==> config.mk <==
export PLATFORM = sky130hd
export DESIGN_NAME = comp_trip_finder
export DESIGN_NICKNAME = d
export VERILOG_FILES = /design/src/rtl/comp_trip_finder.sv
export SDC_FILE = /design/constraint.sdc
export NUM_CORES = 1
export LEC_CHECK = 0
export BUFFER_PORTS_ARGS = -buffer_cell sky130_fd_sc_hd__buf_4
export CORE_MARGIN = 10
export CORE_UTILIZATION = 59
export CTS_BUF_LIST = sky130_fd_sc_hd__clkbuf_8
export CTS_CLUSTER_SIZE = 12
export DETAILED_ROUTE_END_ITERATION = 8
export PLACE_DENSITY_LB_ADDON = 0.15
export REMOVE_ABC_BUFFERS = 1
export SYNTH_ARGS = -nofsm -noshare
export SYNTH_HDL_FRONTEND = slang
export SYNTH_SLANG_ARGS = --single-unit
==> constraint.sdc <==
create_clock -name clk -period 3 [get_ports clk]
set_clock_uncertainty 0.15 [all_clocks]
set_input_delay 0.3 -clock clk [delete_from_list [all_inputs] [get_ports clk]]
set_output_delay 0.3 -clock clk [all_outputs]
set_load 0.02 [all_outputs]
==> src/rtl/comp_trip_finder.sv <==
`timescale 1ns/1ps
// comp_trip_finder: sweeps the DAC code upward from 0, takes a window of
// comparator decisions at each code, and reports the first code whose window
// holds a strict majority of ones. Used for comparator offset characterization.
//
// state  | meaning
// -------+-----------------------------------------------------------
// IDLE   | waiting for start; results and code_out hold
// SETTLE | DAC/comparator settling after a code change
// SAMPLE | one classified comparator sample per cycle, n cycles
// EVAL   | majority decision for the current code
// FIN    | one-cycle done pulse, then back to IDLE
module comp_trip_finder #(
  parameter int CODE_W = 8,
  parameter int SETTLE = 4,
  parameter int INV_W  = 16
) (
  input  logic              clk,
  input  logic              rst,
  input  logic              start,
  input  logic [7:0]        win_len,
  input  logic              comp_p,
  input  logic              comp_m,
  output logic [CODE_W-1:0] code_out,
  output logic              busy,
  output logic              done,
  output logic              trip_found,
  output logic [CODE_W-1:0] trip_code,
  output logic [8:0]        ones_cnt,
  output logic [INV_W-1:0]  invalid_cnt
);

  localparam int SET_W = (SETTLE > 2) ? $clog2(SETTLE) : 1;
  localparam logic [SET_W-1:0] SETTLE_LOAD = SET_W'(SETTLE - 1);

  typedef enum logic [2:0] {
    S_IDLE,
    S_SETTLE,
    S_SAMPLE,
    S_EVAL,
    S_FIN
  } state_t;

  state_t           state_q, state_d;
  logic             p_s1, p_s2, m_s1, m_s2;
  logic [8:0]       n_q;
  logic [SET_W-1:0] settle_cnt;
  logic [8:0]       samp_cnt;
  logic [8:0]       win_ones;
  logic             samp_one;
  logic             samp_inv;
  logic             majority;

  // two-flop synchronizers on the comparator outputs
  always_ff @(posedge clk) begin
    if (rst) begin
      p_s1 <= 1'b0;
      p_s2 <= 1'b0;
      m_s1 <= 1'b0;
      m_s2 <= 1'b0;
    end else begin
      p_s1 <= comp_p;
      p_s2 <= p_s1;
      m_s1 <= comp_m;
      m_s2 <= m_s1;
    end
  end

  assign samp_one = p_s2 & ~m_s2;
  assign samp_inv = ~(p_s2 ^ m_s2);
  // 10-bit compare so 2*256 cannot overflow; a tie does not count as a trip
  assign majority = ({win_ones, 1'b0} > {1'b0, n_q});

  // state register
  always_ff @(posedge clk) begin
    if (rst) state_q <= S_IDLE;
    else     state_q <= state_d;
  end

  // next-state decode and status outputs
  always_comb begin
    state_d = state_q;
    busy    = (state_q != S_IDLE);
    done    = (state_q == S_FIN);
    case (state_q)
      S_IDLE:   if (start) state_d = S_SETTLE;
      S_SETTLE: if (settle_cnt == '0) state_d = S_SAMPLE;
      S_SAMPLE: if (samp_cnt == '0) state_d = S_EVAL;
      S_EVAL:   begin
        if (majority || (code_out == '1)) state_d = S_FIN;
        else                              state_d = S_SETTLE;
      end
      S_FIN:    state_d = S_IDLE;
      default:  state_d = S_IDLE;
    endcase
  end

  // sweep datapath: timers, window accumulation and result registers
  always_ff @(posedge clk) begin
    if (rst) begin
      n_q         <= '0;
      settle_cnt  <= '0;
      samp_cnt    <= '0;
      win_ones    <= '0;
      code_out    <= '0;
      trip_found  <= 1'b0;
      trip_code   <= '0;
      ones_cnt    <= '0;
      invalid_cnt <= '0;
    end else begin
      case (state_q)
        S_IDLE: begin
          if (start) begin
            n_q         <= (win_len == 8'd0) ? 9'd256 : {1'b0, win_len};
            code_out    <= '0;
            invalid_cnt <= '0;
            trip_found  <= 1'b0;
            trip_code   <= '0;
            settle_cnt  <= SETTLE_LOAD;
          end
        end
        S_SETTLE: begin
          if (settle_cnt == '0) begin
            samp_cnt <= n_q - 9'd1;
            win_ones <= '0;
          end else begin
            settle_cnt <= settle_cnt - 1'b1;
          end
        end
        S_SAMPLE: begin
          if (samp_one) win_ones <= win_ones + 9'd1;
          if (samp_inv && (invalid_cnt != '1)) invalid_cnt <= invalid_cnt + 1'b1;
          if (samp_cnt != '0) samp_cnt <= samp_cnt - 9'd1;
        end
        S_EVAL: begin
          ones_cnt <= win_ones;
          if (majority) begin
            trip_code  <= code_out;
            trip_found <= 1'b1;
          end else if (code_out == '1) begin
            trip_code  <= '1;
            trip_found <= 1'b0;
          end else begin
            code_out   <= code_out + 1'b1;
            settle_cnt <= SETTLE_LOAD;
          end
        end
        default: ;
      endcase
    end
  end

endmodule

==> impl_results.md, run 1 <==
- Min cycle time layout: 2.56 ns
- CTS tree: yes
- Clk_lat worst skew: 0.36 ns
- Worst-path cell chain: inv_1, ha_1, a21o_1, a211o_1, o211ai_1, a21oi_2, o221a_2
- Final Slew Violations: 0
- Hold Path Class: input pin to register
- Critical path fanouts, max: 10
- Crit path largest cell delay: 0.46 ns
- Max Root-Sink Buffers: 2
- Worst-path clk slew: 0.08 ns
- Final setup fails: 0
- Pwr Total: about 2.4 mW
- Number of DRC markers in iteration 0: roughly 170
- Initial antenna violation count: 0
- TritonCTS buffer count: 9
- Final Cycle Share: between 80% and 90%
- Sink Count: just under 80
- Sw power: about 700 µW
- Post-DR wirelength/cell: 16.4 µm
- IO Pins: 57
- Die area: between 10000 and 15000 µm²
- Final core occ: 72.6%
- First-pass GRT wire length: 16.7 mm
- Port bufs: 56
- Post-Syn Area: slightly below 4000 µm²
- Largest net degree at the start of global routing: 50
- Worst Tran Pin Value: between 0.6 and 0.7 ns
- FFs w/ async S/R, synth: 0%
- Pre-CTS WS: 0.461 ns
- DRC violations left: 0
- Gate power share: approximately a fifth
- F_max: slightly below 400 MHz
- Die Y: 102 µm
- Clock power share: about 33%
- Crit-path slowest cell: o211ai_1
- Post-synth EDFFs: 0
- Fin nets: around 560
- RSZ-0062 raised after global routing: no
- DP HPWL: just over 7 mm
- Post-synth top area cell: dfxtp_1
- Register bit total from synthesis: 78
- H-tree Lvls: 3
- Routed wire length: 10.1 mm
- LEAKAGE: 1.79 nW
- Internal reg-to-reg setup slack: about 0.44 ns
- Internal: approximately 1.7 mW
- Vias in the first global route: around 3600
- Status: completed
- Critical path arrival: around 2.7 ns
- Grt ovf: 0
- Kind of critical path: register to register
- Critical Path RT: ~3.1 ns
- Drt pass-1 iters: 6
- Via count: roughly 4000
- Hold Vio Cnt, Final: 0
- Synth-to-layout area growth: 18.0%
- Core ar.: 6420 µm²
- Main area contributors after synthesis: dfxtp_1 40%, a21oi_1 6.3%, nand2_1 5.4%
- GPL Wtd Cong: 0.926
- Antenna Nets Post-Route: 0
- Syn_area_per_cell: approximately 8.3 µm²
- CP Launch Type: register
- Cells after synthesis: 477
- IR drop worst, VDD: 0.288 mV
- Register share of total power: just under 50%
- CP endpoint kind: register
- # Post-CTS Setup Buffers: 0
- Total GRT Usage: around a fifth
- Root Buffer: clkbuf_8
- Vias/cell: 6.33
- Setup TNS Final: 0 ns
- Max-cap violations: 0
- Synth Warn #: 0
- Pwr dens: around 500 nW/µm²
- Die extent in x: just over 100 µm
- Initial core utilization: approximately three fifths
- Ant. Diodes: 0
- Sw frac: slightly below 30%
- Fraction of layout cells with a size suffix above 1: a little under a fifth
- Setup ws final: 0.435 ns
- Yosys top cell area share: 39.5%
- Post-synth cell types: 58
- Rows: 29
- Post-synthesis sequential area ratio: 39.5%
- Relative slew slack: ~58%
- Main flop type after synthesis: dfxtp_1
final timing paths:
check | cells after the start | startpoint | endpoint
max | 7 | n_q[7] | trip_code[4]
min | 2 | comp_p | p_s1
max reg2reg | 7 | n_q[7] | trip_code[4]
min reg2reg | 1 | m_s1 | m_s2
routing by layer:
layer	up-vias	global-route usage [%]	routed length [µm]
met5	-	0	0
met4	0	10.8	341
met3	35	4.39	629
met2	129	33.3	4890
met1	1840	21.9	4220
li1	1885	-	-
cell usage in the layout (no fill, tap or decap), types with 3 or more instances in the layout:
master    Yosys  routed
xor2_1        7       7
dfxtp_1      78      78
inv_1        19      22
nand2_1      57      57
and4_1        5       5
a21oi_1      50      50
ha_1         14      14
a221oi_1      3       3
nor2b_1       5       5
nor2_1       28      28
or3_1        14      14
nor3b_1       6       6
a32oi_1       3       3
o211ai_1      3       3
o21ai_0      25      25
buf_4         1      67
nor3_1       10      10
o221a_2       8       8
nor4_1        5       5
a31oi_1       5       5
o31ai_1       7       7
clkbuf_8      0      10
or4_1        10      10
and3_1        7       7
nand3_1      15      15
nand3b_1      7       7
or2_2         3       3
nand4_1      14      14
mux2i_1       6       6
stage by stage:
stage               hold slack [ns]  std cells  instance area, µm²
floorplan                     0.219        453                3850
global placement              0.278        597                4460
detailed placement            0.277        597                4460
CTS                          0.0355        614                4660
global route                 0.0593        614                4660
finish                       0.0341        614                4660
synth_stat cells (all sizes together) (3+ instances only):
cell    instances
dfxtp          78
nand2          57
a21oi          52
nor2           28
o21ai          26
inv            19
clkbuf         16
nand3          15
ha             14
nand4          14
or3            14
nor3           11
or4            10
buf             8
o221a           8
and3            7
nand3b          7
o31ai           7
xor2            7
mux2i           6
nor3b           6
a31oi           5
and4            5
nor2b           5
nor4            5
a221oi          3
a32oi           3
and2            3
o211ai          3
or2             3
flip-flops by register name, summed over array words and instances (netlist names):
| signal | count |
|---|---|
| invalid_cnt | 16 |
| n_q | 9 |
| ones_cnt | 9 |
| samp_cnt | 9 |
| win_ones | 9 |
| code_out | 8 |
| trip_code | 8 |
| state_q | 3 |
| settle_cnt | 2 |
| m_s1 | 1 |
| m_s2 | 1 |
| p_s1 | 1 |
| p_s2 | 1 |
| trip_found | 1 |
critical path: cells and delay by family, from the launching register on:
| kind | cells | cell delay, ns |
|---|---|---|
| buffers and inverters | 1 | 0.09 |
| adder cells (fa/ha/maj) | 1 | 0.31 |
| AO/OA/AOI/OAI | 5 | 1.52 |
| flip-flops | 1 | 0.39 |
power by group through the flow:
stage	Clock [mW]	Combinational (mW)	Sequential, mW
after floorplan	0	0.296	1.15
after global placement	0	0.425	1.16
after detailed placement	0	0.433	1.16
after CTS	0.785	0.439	1.14
after global routing	0.825	0.496	1.15
final	0.777	0.444	1.14
kinds of logic (layout without fill, tap and decap cells):
| kind of cell | count (synthesis) | in the layout | share of synthesized area (%) |
|---|---|---|---|
| AND/OR/NAND/NOR | 200 | 200 | 27.2 |
| AO/OA/AOI/OAI | 128 | 128 | 21.1 |
| flip-flops | 78 | 78 | 39.5 |
| buffers and inverters | 43 | 103 | 4.31 |
| adder cells (fa/ha/maj) | 14 | 14 | 4.43 |
| XOR/XNOR | 7 | 7 | 1.55 |
| multiplexers | 7 | 7 | 1.81 |
layout make-up:
cell class	count	area, µm²
Clock inverter	6	55.1
Clock buffer	10	138
Tap cell	77	96.3
Timing Repair Buffer	68	513
Inverter	19	71.3
Fill cell	510	1760
Sequential cell	78	1560
Multi-Input combinational cell	356	2220
timing repair:
item / CTS / global route
resized for setup: 0 / 0
hold endpoints to repair: 1 / 0
hold buffers: 1 / 0
(Power assumes the default switching activity.)
==> run 2, diff against run 1 <==
Settings changed: ABC_AREA from default to 1, CORE_UTILIZATION 59 to 60.
==> impl_results.md, run 2 <==
- Status: completed
- Gate power share: 43.6% (+25 points)
- F_max: 437 MHz (+12%)
- Hold Vio Cnt, Final: 0 (unchanged)
- Crit Reg-Reg Startpoint: state_q[1]
- Worst Tran Pin Value: 0.877 ns (+0.246 ns)
- Most flop-heavy register: invalid_cnt
- Post-synth cell types: 42 (-28%)
- Worst-path clk slew: 0.07 ns (about the same)
- Main flop type after synthesis: dfxtp_1
- Max reg flops: 16 (unchanged)
- Max Root-Sink Buffers: 2 (unchanged)
- Die area: 10900 µm² (+5.2%)
- Port bufs: 56 (unchanged)
- Ant. Diodes: 0 (unchanged)
- Synth-to-layout area growth: 14.5%
- Sink Count: 78 (unchanged)
- LEAKAGE: 2.11 nW (+18%)
- Critical path arrival: 2.41 ns (-0.26 ns)
- Post-synthesis mux area share: 0% (-1.8 points)
- Pre-CTS WS: 0.764 ns (+0.302 ns)
- CP Launch Type: register
- Critical path fanouts, max: 15 (+5)
- CP endpoint kind: register
- Vias/cell: 5.48 (-13%)
- Die extent in x: 104 µm (+2.6%)
- Syn_area_per_cell: 6.94 µm² (-16%)
- Internal: 1.94 mW (+17%)
- Critical Path Start: state_q[1]
- Initial antenna violation count: 0 (unchanged)
- Rows: 30 (+3.4%)
- Setup ws final: 0.714 ns (+0.278 ns)
- Sw power: 1.51 mW (+120%)
- Post-Layout Inst Area: 4900 µm² (+5.1%)
- Vias in the first global route: 3873 (+7.3%)
- Cells after synthesis: 617 (+29%)
- Most common cell in the netlist: nand2_1
- Largest net degree at the start of global routing: 47 (-6.0%)
- Routed wire length: 10.4 mm (+2.7%)
- TritonCTS buffer count: 9 (unchanged)
- Commonest non-fill, non-tap cell in the layout: nand2_1
- Hold Path Class: input pin to register
- GPL Wtd Cong: 0.901 (-2.7%)
- CTS tree: yes
- Total GRT Usage: 18.8% (-0.60 points)
- Synth Warn #: 0 (unchanged)
- Max-cap violations: 0 (unchanged)
- Sw frac: 43.7% (+14 points)
- Post-synthesis sequential area ratio: 36.5% (-3.0 points)
- Drt pass-1 iters: 5 (-1)
- Relative slew slack: 41.5% (-16 points)
- Min-delay src: comp_p
- Root Buffer: clkbuf_8
- Synth top cells by count: 130 x nand2_1, 78 x dfxtp_1, 74 x nor2_1
- FFs w/ async S/R, synth: 0% (unchanged)
- First-pass GRT wire length: 17.6 mm (+5.8%)
- IO Pins: 57 (unchanged)
- Critical Path RT: 3.13 ns (+0.03 ns)
- Grt ovf: 0 (unchanged)
- Post-Syn Area: 4280 µm² (+8.3%)
- Clock power share: 19.3% (-14 points)
- Via count: 4198 (+7.9%)
- Clk_lat worst skew: 0.35 ns (about the same)
- Setup TNS Final: 0 ns (unchanged)
- DRC violations left: 0 (unchanged)
- Fraction of layout cells with a size suffix above 1: 16.4% (-2.0 points)
- Yosys top cell area share: 36.5% (-3.0 points)
- Number of DRC markers in iteration 0: 195 (+15%)
- Area after DPL: 4730 µm² (+6.2%)
- H-tree Lvls: 3 (unchanged)
- Commonest non-fill, non-tap cells in the layout: 130 x nand2_1, 78 x dfxtp_1, 74 x nor2_1
- Register bit total from synthesis: 78 (unchanged)
- Final Slew Violations: 0 (unchanged)
- RSZ-0062 raised after global routing: no
- IR drop worst, VDD: 0.374 mV (+30%)
- Post-synth top area cell: dfxtp_1
- Min cycle time layout: 2.29 ns (-0.278 ns)
- Final Cycle Share: 76.2% (-9.3 points)
- Adder-cell area share of the yosys netlist: 4.09% (-0.34 points)
- Initial core utilization: 62.3% (+0.79 points)
- Core ar.: 6870 µm² (+7.0%)
- Post-DR wirelength/cell: 13.5 µm (-18%)
- Post-synth EDFFs: 0 (unchanged)
- Post-synthesis simple-gate area fraction: 33.9% (+6.6 points)
- Fin nets: 694 (+24%)
- Register share of total power: 37.1% (-11 points)
- Pwr dens: 704 nW/µm² (+39%)
- Xor/xnor share of the synthesized area: 2.87% (+1.3 points)
- Final setup fails: 0 (unchanged)
- Main area contributors after synthesis: dfxtp_1 36%, nand2_1 11%, a21oi_1 6.8%
- Antenna Nets Post-Route: 0 (unchanged)
- DP HPWL: 7.45 mm (+4.1%)
- Final core occ: 71.3% (-1.2 points)
- Kind of critical path: register to register
- Die Y: 104 µm (+2.6%)
- Largest family of logic cells by synthesized area: simple AND/OR/NAND/NOR gates
- Compound-Gate Fraction of Synth Area: 14.4% (-6.7 points)
==> run 2: cell count changes after synthesis, sizes merged, moves of 8 or more <==
cell	change
a21oi	+8
inv	+47
nor2	+53
o221a	-8
o21ai	+17
or3	-14
nand3	+45
or4	-10
nand2	+82
==> run 2: cells by family after synthesis <==
group,Yosys count
simple gates,313
xor+xnor,14
fa+ha+maj,14
flops,78
buf+inv,86
compound gates,112
==> run 2: power by group through the flow <==
stage	clock network (mW)	registers [mW]	logic, mW
floorplan	0	1.30	1.12
global placement	0	1.29	1.45
detailed placement	0	1.30	1.49
CTS	0.672	1.28	1.50
global route	0.716	1.30	1.72
finish	0.665	1.28	1.51
==> run 2: stage by stage <==
stage | power (mW) | cells | hold WS, ns
after floorplan | 2.42 | 597 | 0.219
after global placement | 2.74 | 751 | 0.245
after detailed placement | 2.79 | 751 | 0.245
after CTS | 3.45 | 766 | 0.0152
after global routing | 3.74 | 766 | 0.0486
final | 3.45 | 766 | 0.0175
==> run 2: layout make-up <==
| cell class | count | area (µm²) |
|---|---|---|
| multi-input cells | 453 | 2370 |
| fillers | 577 | 1970 |
| flip-flops and latches | 78 | 1560 |
| repair buffers | 59 | 445 |
| inverters | 66 | 250 |
| clock buffers | 10 | 138 |
| well taps | 96 | 120 |
| clock inverters | 4 | 17.5 |
==> run 2: worst paths after layout <==
check           endpoint  slack (ns)  cells past startpoint
max          code_out[4]        0.71                      8
min                 p_s1        0.02                      3
max reg2reg  code_out[4]        0.71                      8
min reg2reg         p_s2        0.25                      2
==> run 2: layer usage <==
| metal | track usage, % | up-vias | share of wire, % |
|---|---|---|---|
| met1 | 22.9 | 1903 | 44 |
| met3 | 5.76 | 21 | 7.0 |
| met4 | 6.36 | 0 | 2.0 |
| met2 | 30.6 | 145 | 47 |
| li1 | - | 2129 | - |
| met5 | 0 | - | 0 |
==> run 2: worst max-delay path: stages, from the launching register on <==
cell     delay, ns
dfxtp_1       0.38
inv_2         0.10
nor2_8        0.12
nand2_1       0.21
inv_1         0.42
nand4_1       0.36
nand3_2       0.25
nand2_1       0.07
a21oi_1       0.14
==> run 2: repair_timing <==
| action | in CTS | in global routing |
|---|---|---|
| hold buffers | 1 | 0 |
| resized for setup | 0 | 0 |
| buffers inserted | 0 | 0 |
| hold endpoints to repair | 1 | 0 |
